### src/rtl/adder_pkg.sv
// ---------------------------------------------------------------------------
// adder_pkg
// Shared definitions for the multi-word add controller and its prefix adder:
//   - state_t            : controller FSM states (IDLE / RUN / DONE)
//   - DEF_WIDTH          : default chunk width in bits
//   - DEF_LEVELS         : default prefix-tree depth
//   - DEF_NWORDS         : default number of chunks per operand
// ---------------------------------------------------------------------------
package adder_pkg;

  typedef enum logic [1:0] {
    IDLE = 2'd0,
    RUN  = 2'd1,
    DONE = 2'd2
  } state_t;

  localparam int DEF_WIDTH  = 4;
  localparam int DEF_LEVELS = 2;
  localparam int DEF_NWORDS = 4;

endpackage : adder_pkg

### src/rtl/prefix_adder.sv
// ---------------------------------------------------------------------------
// prefix_adder
// Combinational WIDTH-bit adder with carry-in, built as a Kogge-Stone style
// parallel-prefix tree of LEVELS levels. LEVELS must satisfy
// 2**LEVELS >= WIDTH so that the group generate/propagate terms span every
// bit position.
//
// Ports:
//   a, b  : input  [WIDTH-1:0]  addends
//   cin   : input               carry into bit 0
//   sum   : output [WIDTH-1:0]  a + b + cin (low WIDTH bits)
//   cout  : output              carry out of bit WIDTH-1
// ---------------------------------------------------------------------------
module prefix_adder
  import adder_pkg::*;
#(
  parameter int WIDTH  = DEF_WIDTH,
  parameter int LEVELS = DEF_LEVELS
) (
  input  logic [WIDTH-1:0] a,
  input  logic [WIDTH-1:0] b,
  input  logic             cin,
  output logic [WIDTH-1:0] sum,
  output logic             cout
);

  // Working generate/propagate vectors. After the loop, g[i]/p[i] are the
  // group terms for bits [i:0].
  logic [WIDTH-1:0] g;
  logic [WIDTH-1:0] p;
  logic [WIDTH-1:0] g_nx;
  logic [WIDTH-1:0] p_nx;
  logic [WIDTH:0]   c;

  always_comb begin
    g    = a & b;
    p    = a ^ b;
    g_nx = '0;
    p_nx = '0;
    c    = '0;
    for (int l = 0; l < LEVELS; l++) begin
      g_nx = g;
      p_nx = p;
      // Positions below the span distance keep their terms unchanged.
      for (int i = (1 << l); i < WIDTH; i++) begin
        g_nx[i] = g[i] | (p[i] & g[i - (1 << l)]);
        p_nx[i] = p[i] & p[i - (1 << l)];
      end
      g = g_nx;
      p = p_nx;
    end
    // Carry into bit i+1 is the group generate of [i:0], or the carry-in
    // propagated through the whole group.
    c[0] = cin;
    for (int i = 0; i < WIDTH; i++) begin
      c[i + 1] = g[i] | (p[i] & cin);
    end
    sum  = (a ^ b) ^ c[WIDTH-1:0];
    cout = c[WIDTH];
  end

endmodule : prefix_adder

### src/rtl/multiword_add_ctrl.sv
// ---------------------------------------------------------------------------
// multiword_add_ctrl
// Adds two NWORDS*WIDTH-bit operands one WIDTH-bit chunk per cycle through a
// single shared prefix adder, least significant chunk first, with a ripple
// carry register between chunks. Operands are latched at acceptance, so the
// inputs may change freely while the operation runs.
//
// Timing: a request accepted on edge 0 walks chunks 0..NWORDS-1 on edges
// 1..NWORDS and the result is presented from the following cycle, i.e. in
// cycle NWORDS+1 counting the accepting cycle as cycle 0.
//
// Optional feature (macro MWADD_SUB_EN): adds a 'sub' input latched with the
// operands; when set, the block computes x - y - carry_in as
// x + ~y + ~carry_in, so carry_out = 1 means "no borrow".
//
// Ports:
//   clk, rst            : clock, synchronous active-high reset
//   in_valid / in_ready : request handshake (ready only in IDLE)
//   x, y, carry_in      : operands and initial carry
//   sub                 : subtract select (MWADD_SUB_EN builds only)
//   out_valid/out_ready : result handshake (valid only in DONE)
//   z, carry_out        : sum and final carry
//   busy                : high in RUN or DONE
// ---------------------------------------------------------------------------
module multiword_add_ctrl
  import adder_pkg::*;
#(
  parameter int WIDTH  = DEF_WIDTH,
  parameter int LEVELS = DEF_LEVELS,
  parameter int NWORDS = DEF_NWORDS
) (
  input  logic                    clk,
  input  logic                    rst,
  input  logic                    in_valid,
  output logic                    in_ready,
  input  logic [NWORDS*WIDTH-1:0] x,
  input  logic [NWORDS*WIDTH-1:0] y,
  input  logic                    carry_in,
`ifdef MWADD_SUB_EN
  input  logic                    sub,
`endif
  output logic                    out_valid,
  input  logic                    out_ready,
  output logic [NWORDS*WIDTH-1:0] z,
  output logic                    carry_out,
  output logic                    busy
);

  localparam int TW   = NWORDS * WIDTH;
  localparam int IDXW = $clog2(NWORDS);
  localparam logic [IDXW-1:0] LAST_IDX = IDXW'(NWORDS - 1);

  state_t            state_q, state_d;
  logic [IDXW-1:0]   idx_q,   idx_d;
  logic              carry_q, carry_d;
  logic [TW-1:0]     x_q,     x_d;
  logic [TW-1:0]     y_q,     y_d;
  logic [TW-1:0]     z_q,     z_d;
`ifdef MWADD_SUB_EN
  logic              sub_q,   sub_d;
`endif

  // Chunk views of the latched operands and the chunk-wise next value of z.
  logic [WIDTH-1:0]  x_chunk [NWORDS];
  logic [WIDTH-1:0]  y_chunk [NWORDS];
  logic [WIDTH-1:0]  add_a;
  logic [WIDTH-1:0]  add_b;
  logic [WIDTH-1:0]  add_sum;
  logic              add_cout;
  logic              run_step;

  assign run_step = (state_q == RUN);

  genvar gi;
  generate
    for (gi = 0; gi < NWORDS; gi++) begin : g_chunk
      assign x_chunk[gi] = x_q[gi*WIDTH +: WIDTH];
      assign y_chunk[gi] = y_q[gi*WIDTH +: WIDTH];
      // Only the chunk under the index is rewritten during RUN.
      assign z_d[gi*WIDTH +: WIDTH] =
        (run_step && (idx_q == IDXW'(gi))) ? add_sum : z_q[gi*WIDTH +: WIDTH];
    end
  endgenerate

  assign add_a = x_chunk[idx_q];
`ifdef MWADD_SUB_EN
  assign add_b = sub_q ? ~y_chunk[idx_q] : y_chunk[idx_q];
`else
  assign add_b = y_chunk[idx_q];
`endif

  prefix_adder #(
    .WIDTH  (WIDTH),
    .LEVELS (LEVELS)
  ) u_prefix_adder (
    .a    (add_a),
    .b    (add_b),
    .cin  (carry_q),
    .sum  (add_sum),
    .cout (add_cout)
  );

  // State and datapath registers.
  always_ff @(posedge clk) begin
    if (rst) begin
      state_q <= IDLE;
      idx_q   <= '0;
      carry_q <= 1'b0;
      x_q     <= '0;
      y_q     <= '0;
      z_q     <= '0;
`ifdef MWADD_SUB_EN
      sub_q   <= 1'b0;
`endif
    end else begin
      state_q <= state_d;
      idx_q   <= idx_d;
      carry_q <= carry_d;
      x_q     <= x_d;
      y_q     <= y_d;
      z_q     <= z_d;
`ifdef MWADD_SUB_EN
      sub_q   <= sub_d;
`endif
    end
  end

  // Next-state and datapath control.
  always_comb begin
    state_d = state_q;
    idx_d   = idx_q;
    carry_d = carry_q;
    x_d     = x_q;
    y_d     = y_q;
`ifdef MWADD_SUB_EN
    sub_d   = sub_q;
`endif
    unique case (state_q)
      IDLE: begin
        if (in_valid) begin
          x_d     = x;
          y_d     = y;
          idx_d   = '0;
`ifdef MWADD_SUB_EN
          sub_d   = sub;
          // Subtraction feeds the inverted carry-in as the initial carry.
          carry_d = sub ? ~carry_in : carry_in;
`else
          carry_d = carry_in;
`endif
          state_d = RUN;
        end
      end
      RUN: begin
        carry_d = add_cout;
        if (idx_q == LAST_IDX) begin
          // Index parks on the last chunk; it is cleared on the next accept.
          state_d = DONE;
        end else begin
          idx_d = idx_q + IDXW'(1);
        end
      end
      DONE: begin
        if (out_ready) begin
          state_d = IDLE;
        end
      end
      default: begin
        state_d = IDLE;
      end
    endcase
  end

  assign in_ready  = (state_q == IDLE);
  assign out_valid = (state_q == DONE);
  assign busy      = (state_q != IDLE);
  assign z         = z_q;
  assign carry_out = carry_q;

endmodule : multiword_add_ctrl

### config.mk
export PLATFORM = sky130hd
export DESIGN_NAME = multiword_add_ctrl
export DESIGN_NICKNAME = d
export VERILOG_FILES = /design/src/rtl/adder_pkg.sv /design/src/rtl/prefix_adder.sv /design/src/rtl/multiword_add_ctrl.sv
export SDC_FILE = /design/constraint.sdc
export NUM_CORES = 1
export LEC_CHECK = 0
export ABC_AREA = 1
export BUFFER_PORTS_ARGS = -buffer_cell sky130_fd_sc_hd__buf_2
export CAP_MARGIN = 20
export CORE_MARGIN = 2
export CORE_UTILIZATION = 41
export DETAILED_ROUTE_END_ITERATION = 10
export GPL_ROUTABILITY_DRIVEN = 0
export PLACE_DENSITY = 0.75
export SYNTH_ARGS = -nofsm -noshare
export SYNTH_HDL_FRONTEND = slang
export SYNTH_SLANG_ARGS = --single-unit
### constraint.sdc
create_clock -name clk -period 2.16 [get_ports clk]
set_input_delay 0.432 -clock clk [delete_from_list [all_inputs] [get_ports clk]]
set_output_delay 0.432 -clock clk [all_outputs]
set_load 0.01 [all_outputs]
==> results.ini, run 1 <==
[drt]
vias_per_cell=4.84
dr.pass1.iters=4
drc=0
ant_nets=0
wl_um=5170
drt-initial-drc-count=118
routedWlPerCell_um=11.5
vias=2168

[final_layout]
diodes=0
syn2layout_area_growth_pct=17.0
layout_common_cells=nor2_1 (83), buf_2 (56), dfxtp_1 (53), o21ai_0 (45), nand2_1 (31)
drive_gt1_frac=0.229
mostFrequentLayoutCell=nor2_1
final_util=0.504
fin_nets=423

[yosys]
synth_xor_area_frac=0.00363
yosysWarnings=0
async_flop_share=0
synthFlopType=dfxtp_1
netlist_instances=323
synthMuxAreaShare=0
netlist_area_mm2=0.00241
ys_seq_area_frac=0.440
synth_top_family_by_area=simple AND/OR/NAND/NOR gates
yosys_register_bits=53
synth_edf_count=0
synth_cell_types=27
synth_fp_nets=369
synth-simple-area-share=0.234
synth_compound_area_frac=0.186
synth_adder_area_share=0.0498
avgSynthCellArea_um2=7.47

[placement]
dp_hpwl_um=3860
io_buffers=56

[timing]
setup_viol=0
max_freq_ghz=0.507
final-max-slew-violation-count=0
period_minus_slack_ns=1.97
rsz0062_at_grt=yes
finalCritPeriodShare=0.913
worst_clock_skew_ns=0.0110
maxSlewHeadroom=0.595
finalHoldViolCount=0
worstMarginPinSlew_ns=0.607

[setup_path]
critPathTopFamily=adder cells
cp-end-kind=register
cp_cell_sequence=clkinvlp_4 > a32oi_2 > inv_1 > fa_1 > xnor2_2 > nand2_1 > a21oi_1
crit_buf_inv=2
slowest_delay_ns=0.44
crit_type=register to register
crit_arrival_ns=2.21
critPathRequiredTime_ns=2.40
cp_max_fo=12
crit_slowest_cell=fa_1
start_kind=register

[power_and_ir_drop]
total_power_uw=2130
p_leak_uw=0.00136
powerDensity_mw_per_mm2=756
ir_worst_vdd_mv=0.289

[clock_network]
path_clk_slew_ns=0.09
insertion_delay_ns=0.30
clock_path_buffers=2
cts_buffers=5
cts.sinks=53
ctsHoldBuffers=0
cts-htree-levels=2
cts-root-buf=clkbuf_8
tritoncts=done
post-cts-setup-buffers=0

[min_path]
hold_class=primary input to register

[floorplan]
die_area_mm2=0.00652
num_rows=27
ios=57
die_width_um=80.7
start_util=0.430
die_h_um=80.7
coreArea_mm2=0.00561

[grt]
met3_usage=0.0393
overflow=0
grt_use_total=0.174
antenna_found_initial=0
use_met1=0.209
grt_pass1_vias=2031
grt_pass1_wl_um=8950
grt_max_degree=48
top_usage_layer=met2
grt_util_met2=0.304

[status]
status=completed

[flow_run]
drv_cap=0

-- registers in the layout, summed over array words and instances (netlist names) --
register and cells:
x_q 16, y_q 16, z 16, idx_q 2
state_q 2, carry_out 1
-- path summary, 6_finish.rpt --
path / start / end / slack (ns) / cells past startpoint
max: idx_q[1] / z[1] / 0.19 / 7
min: y[13] / y_q[13] / 0.37 / 3
max reg2reg: idx_q[1] / z[1] / 0.19 / 7
min reg2reg: z[13] / z[13] / 0.47 / 2
-- synthesized netlist by cell type (2+ instances only) --
cell type | number | area share
nor2_1 | 83 | 0.13
dfxtp_1 | 53 | 0.44
o21ai_0 | 45 | 0.093
nand2_1 | 31 | 0.048
inv_1 | 20 | 0.031
a21oi_1 | 15 | 0.031
nand3_1 | 13 | 0.027
ha_1 | 8 | 0.041
o21a_1 | 8 | 0.025
buf_2 | 6 | 0.012
o22ai_1 | 6 | 0.016
inv_4 | 5 | 0.013
o21ai_1 | 5 | 0.010
nand2_2 | 4 | 0.010
buf_6 | 3 | 0.014
clkbuf_2 | 3 | 0.0062
a32oi_1 | 2 | 0.0073
buf_4 | 2 | 0.0062
inv_2 | 2 | 0.0031
nand2_4 | 2 | 0.0093
-- cell families (layout without fill, tap and decap cells) --
group / after synthesis / count (layout)
compound gates: 82 / 82
xor+xnor: 1 / 1
fa+ha+maj: 9 / 9
buf+inv: 42 / 95
flops: 53 / 53
simple gates: 136 / 136
-- through the flow --
stage | TNS, ns | worst slack (ns) | area [um^2] | cells | hold WS (ns)
after floorplan | 0 | 0.202 | 2410 | 323 | 0.449
after global placement | 0 | 0.208 | 2730 | 442 | 0.458
after detailed placement | 0 | 0.167 | 2730 | 442 | 0.455
after CTS | 0 | 0.0909 | 2810 | 448 | 0.364
after global routing | -0.00750 | -0.00750 | 2820 | 448 | 0.377
final | 0 | 0.188 | 2820 | 448 | 0.371
-- worst register-to-register path, delay by kind of cell (launching register included) --
kind                       cells  cell delay, ns
DFF                            1            0.39
and+or+nand+nor                1            0.10
buffers and inverters          2            0.32
AOI/OAI and AO/OA              2            0.43
adders and majority gates      1            0.44
xor gates and xnor gates       1            0.23
-- area by class of cell --
class,instances,area (um^2)
Fill cell,579,2780
Clock inverter,1,5.00
Clock buffer,5,68.8
Inverter,27,118
Sequential cell,53,1060
Tap cell,72,90.1
Multi-Input combinational cell,228,1160
Timing Repair Buffer,62,325
-- report_power, final --
group	internal [uW]	leakage [uW]	total (uW)	switching (uW)
clock network	214	0.0000399	509	295
registers	1050	0.000436	1100	47.2
logic	210	0.000883	525	315
total	1480	0.00136	2130	658
-- per-layer routing --
layer / part of all wire / wire, um
met1: 0.46 / 2370
met5: 0 / 0
met2: 0.47 / 2450
met3: 0.055 / 282
met4: 0.013 / 68
-- timing repair --
item                                    in CTS  in global routing
endpoints found under the setup margin       0                  5
endpoints found under the hold margin        0                  0
resized for setup                            0                  3
Power figures use the tool's default switching activity.
==> run 2: changes to the inputs <==
MAX_ROUTING_LAYER = met4   (was unset)
==> run 2 against run 1 <==
Effect of this change:
- sequential cell count did not move
- setup slack got worse by 0.012 ns
- power rose by 0.26%
- core utilization did not move
- non-clock buffer count did not move
- sequential share of layout area did not move
- critical path type unchanged
- largest cell class unchanged
- largest power group unchanged
==> results.ini, run 2 (same netlist as run 1, synthesis figures left out) <==
[clock_network]
cts-htree-levels=2  ; unchanged
ctsHoldBuffers=0  ; unchanged
cts_resized=0  ; unchanged
post-cts-setup-buffers=0  ; unchanged
cts.sinks=53  ; unchanged
cts_buffers=5  ; unchanged
tritoncts=done
cts-root-buf=clkbuf_8
clock_path_buffers=2  ; unchanged
path_clk_slew_ns=0.09  ; about the same
insertion_delay_ns=0.31  ; about the same

[setup_path]
crit_type=register to register
cp-startpoint=idx_q[1]
critPathRequiredTime_ns=2.40  ; about the same
cp_max_fo=12  ; unchanged
cp_cell_sequence=clkinvlp_4 > a32oi_2 > inv_1 > fa_1 > xnor2_2 > nand2_1 > a21oi_1
crit_arrival_ns=2.22  ; about the same
r2r_start=idx_q[1]
start_kind=register
crit_buf_inv=2  ; unchanged
crit_slowest_cell=fa_1
worstSetupPathDepth=7  ; unchanged
critPathTopFamily=adder cells
r2r_cells=7  ; unchanged
slowest_delay_ns=0.44  ; about the same
cp-end-kind=register

[final_layout]
multi_input_area_mm2=0.00116  ; unchanged
mostFrequentLayoutCell=nor2_1
diodes=0  ; unchanged
regArea_mm2=0.00106  ; unchanged
final_util=0.504  ; unchanged
nFillCells=579  ; unchanged
design_area_mm2=0.00282  ; unchanged
layout_common_cells=nor2_1 (83), buf_2 (56), dfxtp_1 (53), o21ai_0 (45), nand2_1 (31)
instances_no_fill=448  ; unchanged
drive_gt1_frac=0.229  ; unchanged
fin_nets=423  ; unchanged
syn2layout_area_growth_pct=17.0  ; unchanged

[placement]
placed_area_mm2=0.00273  ; unchanged
dp_hpwl_um=3860  ; unchanged
pre_cts_slack_ns=0.167  ; unchanged
io_buffers=56  ; unchanged
place_inst=442  ; unchanged

[drt]
wl_um=5180  ; +0.15%
drt-initial-drc-count=113  ; -4.2%
routedWlPerCell_um=11.6  ; +0.15%
vias=2167  ; -0.046%
dr.pass1.iters=5  ; +1
vias_per_cell=4.84  ; about the same
ant_nets=0  ; unchanged
drc=0  ; unchanged

[min_path]
hold_class=primary input to register
hold_path_depth=3  ; unchanged
hp-start=x[14]

[floorplan]
die_area_mm2=0.00652  ; unchanged
die_width_um=80.7  ; unchanged
start_util=0.430  ; unchanged
coreArea_mm2=0.00561  ; unchanged
die_h_um=80.7  ; unchanged
ios=57  ; unchanged
num_rows=27  ; unchanged

[flow_run]
drv_cap=0  ; unchanged

[power_and_ir_drop]
total_power_uw=2140  ; +0.26%
ir_worst_vdd_mv=0.288  ; -0.31%
powerDensity_mw_per_mm2=758  ; +0.26%
p_leak_uw=0.00136  ; unchanged

[timing]
setup_ws_ns=0.176  ; -0.0116 ns
maxSlewHeadroom=0.590  ; -0.00510
finalHoldViolCount=0  ; unchanged
final-max-slew-violation-count=0  ; unchanged
finalCritPeriodShare=0.918  ; +0.00538
setup_viol=0  ; unchanged
period_minus_slack_ns=1.98  ; +0.0116 ns
worst_clock_skew_ns=0.0136  ; +0.00254 ns
rsz0062_at_grt=yes
max_freq_ghz=0.504  ; -0.59%
worstMarginPinSlew_ns=0.615  ; +0.00764 ns

[grt]
antenna_found_initial=0  ; unchanged
grt_use_total=0.179  ; +0.00435
overflow=0  ; unchanged
grt_pass1_wl_um=8910  ; -0.39%
grt_max_degree=48  ; unchanged
grt_pass1_vias=2032  ; +0.049%

[status]
status=completed

[run 2: power by group]
group          switching (uW)  total, uW  internal [uW]
combinational             316        526            210
sequential               46.9       1100           1050
clock                     300        514            214
[run 2: path summary, 6_finish.rpt]
| check | end | slack [ns] |
|---|---|---|
| max | z[1] | 0.18 |
| min | x_q[14] | 0.37 |
| max reg2reg | z[1] | 0.18 |
| min reg2reg | z[13] | 0.47 |
[run 2: worst min-delay path, cell delays in order]
cell     delay, ns
buf_2         0.07
o21ai_0       0.07
nor2_1        0.08
[run 2: through the flow]
step / setup TNS, ns / hold WS, ns
6_report: 0 / 0.368
3_3_place_gp: 0 / 0.458
2_1_floorplan: 0 / 0.449
5_1_grt: -0.00789 / 0.377
3_5_place_dp: 0 / 0.455
4_1_cts: 0 / 0.364
[run 2: cell type report]
type / count / area share
Multi-Input combinational cell: 228 / 0.409
Sequential cell: 53 / 0.376
Timing Repair Buffer: 62 / 0.115
Inverter: 27 / 0.0416
Tap cell: 72 / 0.0319
Clock buffer: 5 / 0.0244
Clock inverter: 1 / 0.00177
[run 2: routing by layer]
metal	global-route usage	part of all wire	vias to the layer above
li1	-	-	1158
met3	0.0393	0.052	8
met5	-	0	-
met4	0.0644	0.015	0
met1	0.207	0.45	952
met2	0.304	0.48	49
==> run 3: changes to the inputs <==
CELL_PAD_IN_SITES_DETAIL_PLACEMENT = 1   (was unset)
CELL_PAD_IN_SITES_GLOBAL_PLACEMENT = 1   (was unset)
CORE_UTILIZATION = 38   (was 41)
PLACE_DENSITY = 0.9   (was 0.75)
clock period = 1.9 ns   (was 2.16 ns; I/O delays follow)
==> run 3 against run 2 <==
Effect of this change:
- the run now ends with negative setup slack left
- setup slack worse by 0.41 ns
- maximum frequency down 7.0%
- clock power up 25%
- worst hold slack worse by 0.054 ns
- clock skew down 0.0010 ns
- via count up 14%
- critical path type unchanged
==> results.ini, run 3 (same netlist as run 1, synthesis figures left out) <==
[status]
status=finished with violations
violations=negative setup slack

[timing]
max_freq_ghz=0.469  ; -7.0%
rsz0062_at_grt=yes
finalCritPeriodShare=1.12  ; +0.205
fin_setup_tns_ns=-1.42  ; -1.42 ns
period_minus_slack_ns=2.13  ; +0.150 ns
final-max-slew-violation-count=0  ; unchanged
maxSlewHeadroom=0.768  ; +0.178
worst_clock_skew_ns=0.0125  ; -0.00104 ns
hold_slack_ns=0.314  ; -0.0536 ns
finalHoldViolCount=0  ; unchanged
setup_viol=13  ; +13
setup_ws_ns=-0.234  ; -0.410 ns
worstMarginPinSlew_ns=0.344  ; -0.270 ns

[power_and_ir_drop]
ir_worst_vdd_mv=0.468  ; +62%
pwr-share-clk=0.230  ; -0.010
combPwrFrac=0.320  ; +0.074
internal-power_uw=1870  ; +27%
p_sw_uw=935  ; +41%
swShare=0.333  ; +0.0233
powerDensity_mw_per_mm2=901  ; +19%
seqPwrFrac=0.450  ; -0.064
p_leak_uw=0.00146  ; +7.7%

[clock_network]
path_clk_slew_ns=0.09  ; about the same
cts.sinks=53  ; unchanged
cts-htree-levels=2  ; unchanged
cts_buffers=5  ; unchanged
tritoncts=done
clock_path_buffers=2  ; unchanged
cts-root-buf=clkbuf_8
insertion_delay_ns=0.31  ; about the same
ctsHoldBuffers=0  ; unchanged

[min_path]
hp-start=x[9]
hold_class=primary input to register

[final_layout]
fin_nets=438  ; +3.5%
final_util=0.499  ; -0.00457
regArea_mm2=0.00106  ; +0.35%
multi_input_area_mm2=0.00128  ; +11%
drive_gt1_frac=0.332  ; +0.103
diodes=0  ; unchanged
nFillCells=813  ; +40%
layout_common_cells=nor2_1 (80), buf_2 (56), dfxtp_1 (52), o21ai_0 (38), nand2_1 (23)
syn2layout_area_growth_pct=29.0
design_area_mm2=0.00311  ; +10%
mostFrequentLayoutCell=nor2_1

[placement]
io_buffers=56  ; unchanged
dp_hpwl_um=5040  ; +31%
placed_area_mm2=0.00281  ; +2.7%

[setup_path]
cp_cell_sequence=clkinvlp_4 > buf_6 > o21ai_0 > o22ai_1 > ha_1 > inv_1 > nand2_4 > nand3_2 > nand2_1 > inv_1
crit_type=register to register
cp-end-kind=register
r2r_start=idx_q[0]
slowest_delay_ns=0.40  ; -0.04 ns
path_common_cell=inv_1
crit_slowest_cell=dfxtp_4
cp_max_fo=6  ; -6
start_kind=register
ff2ff_setup_slack_ns=-0.23  ; -0.41 ns
cp-startpoint=idx_q[0]
critPathRequiredTime_ns=2.10  ; -0.30 ns
crit_arrival_ns=2.33  ; +0.11 ns

[drt]
met1_length_um=3220  ; +37%
routedWlPerCell_um=17.2  ; +49%
vias_per_cell=5.25  ; +8.5%
dr.pass1.iters=4  ; -1
wl_um=8070  ; +56%
top_layer=met4
wl_met3_um=428  ; +60%
ant_nets=0  ; unchanged
wl_met2_um=4100  ; +65%
drc=0  ; unchanged
vias=2461  ; +14%
drt-initial-drc-count=143  ; +27%

[floorplan]
num_rows=29  ; +7.4%
ios=57  ; unchanged
start_util=0.387  ; -0.0437
coreArea_mm2=0.00624  ; +11%
die_width_um=83.7  ; +3.7%
die_h_um=83.7  ; +3.7%
die_area_mm2=0.00700  ; +7.5%

[grt]
grt_use_total=0.238  ; +0.0595
grt_pass1_wl_um=13000  ; +46%
grt_max_degree=27  ; -44%
overflow=0  ; unchanged
grt_pass1_vias=2656  ; +31%
antenna_found_initial=0  ; unchanged

[flow_run]
drv_cap=0  ; unchanged

==> run 3: routing by layer <==
layer / GRT usage / vias up
li1: - / 1183
met1: 0.264 / 1168
met2: 0.416 / 83
met3: 0.0346 / 27
met4: 0.120 / 0
met5: - / -
==> run 3: path summary, 6_finish.rpt <==
path | depth (start not counted) | to
worst min-delay path | 3 | x_q[9]
worst min register to register | 2 | z[13]
worst max register to register | 10 | z[11]
worst max-delay path | 10 | z[11]
==> run 3: cell type report <==
type	count	share of cell area
clock buffer	7	0.0277
inverter	27	0.0378
multi-input combinational	228	0.412
sequential	53	0.342
tap	77	0.0309
timing repair buffer	76	0.147
timing repair inverter	1	0.00241
==> run 3: what timing repair did <==
item	CTS	global route
gates cloned	1	0
gates resized for setup	28	19
pin swaps	10	10
setup buffers	6	1
setup endpoints to repair	13	14
==> run 3: power groups by stage <==
| stage | sequential [uW] | combinational [uW] | clock [uW] |
|---|---|---|---|
| after floorplan | 1270 | 428 | 0 |
| after global placement | 1270 | 630 | 0 |
| after detailed placement | 1280 | 660 | 0 |
| after CTS | 1260 | 779 | 654 |
| after global routing | 1270 | 980 | 691 |
| final | 1260 | 898 | 644 |
==> run 3: critical path: cells and delay by family (launching register included) <==
kind | cells | cell delay, ns
buf+inv | 4 | 0.53
fa+ha+maj | 1 | 0.40
flops | 1 | 0.40
simple gates | 3 | 0.25
compound gates | 2 | 0.42
==> run 3: metrics by stage <==
stage | total power, uW | std cells | setup slack, ns
final | 2810 | 469 | -0.234
after global routing | 2940 | 469 | -0.290
after global placement | 1900 | 454 | 0.0207
after CTS | 2690 | 468 | -0.0139
after detailed placement | 1940 | 454 | -0.127
after floorplan | 1700 | 323 | 0.00288
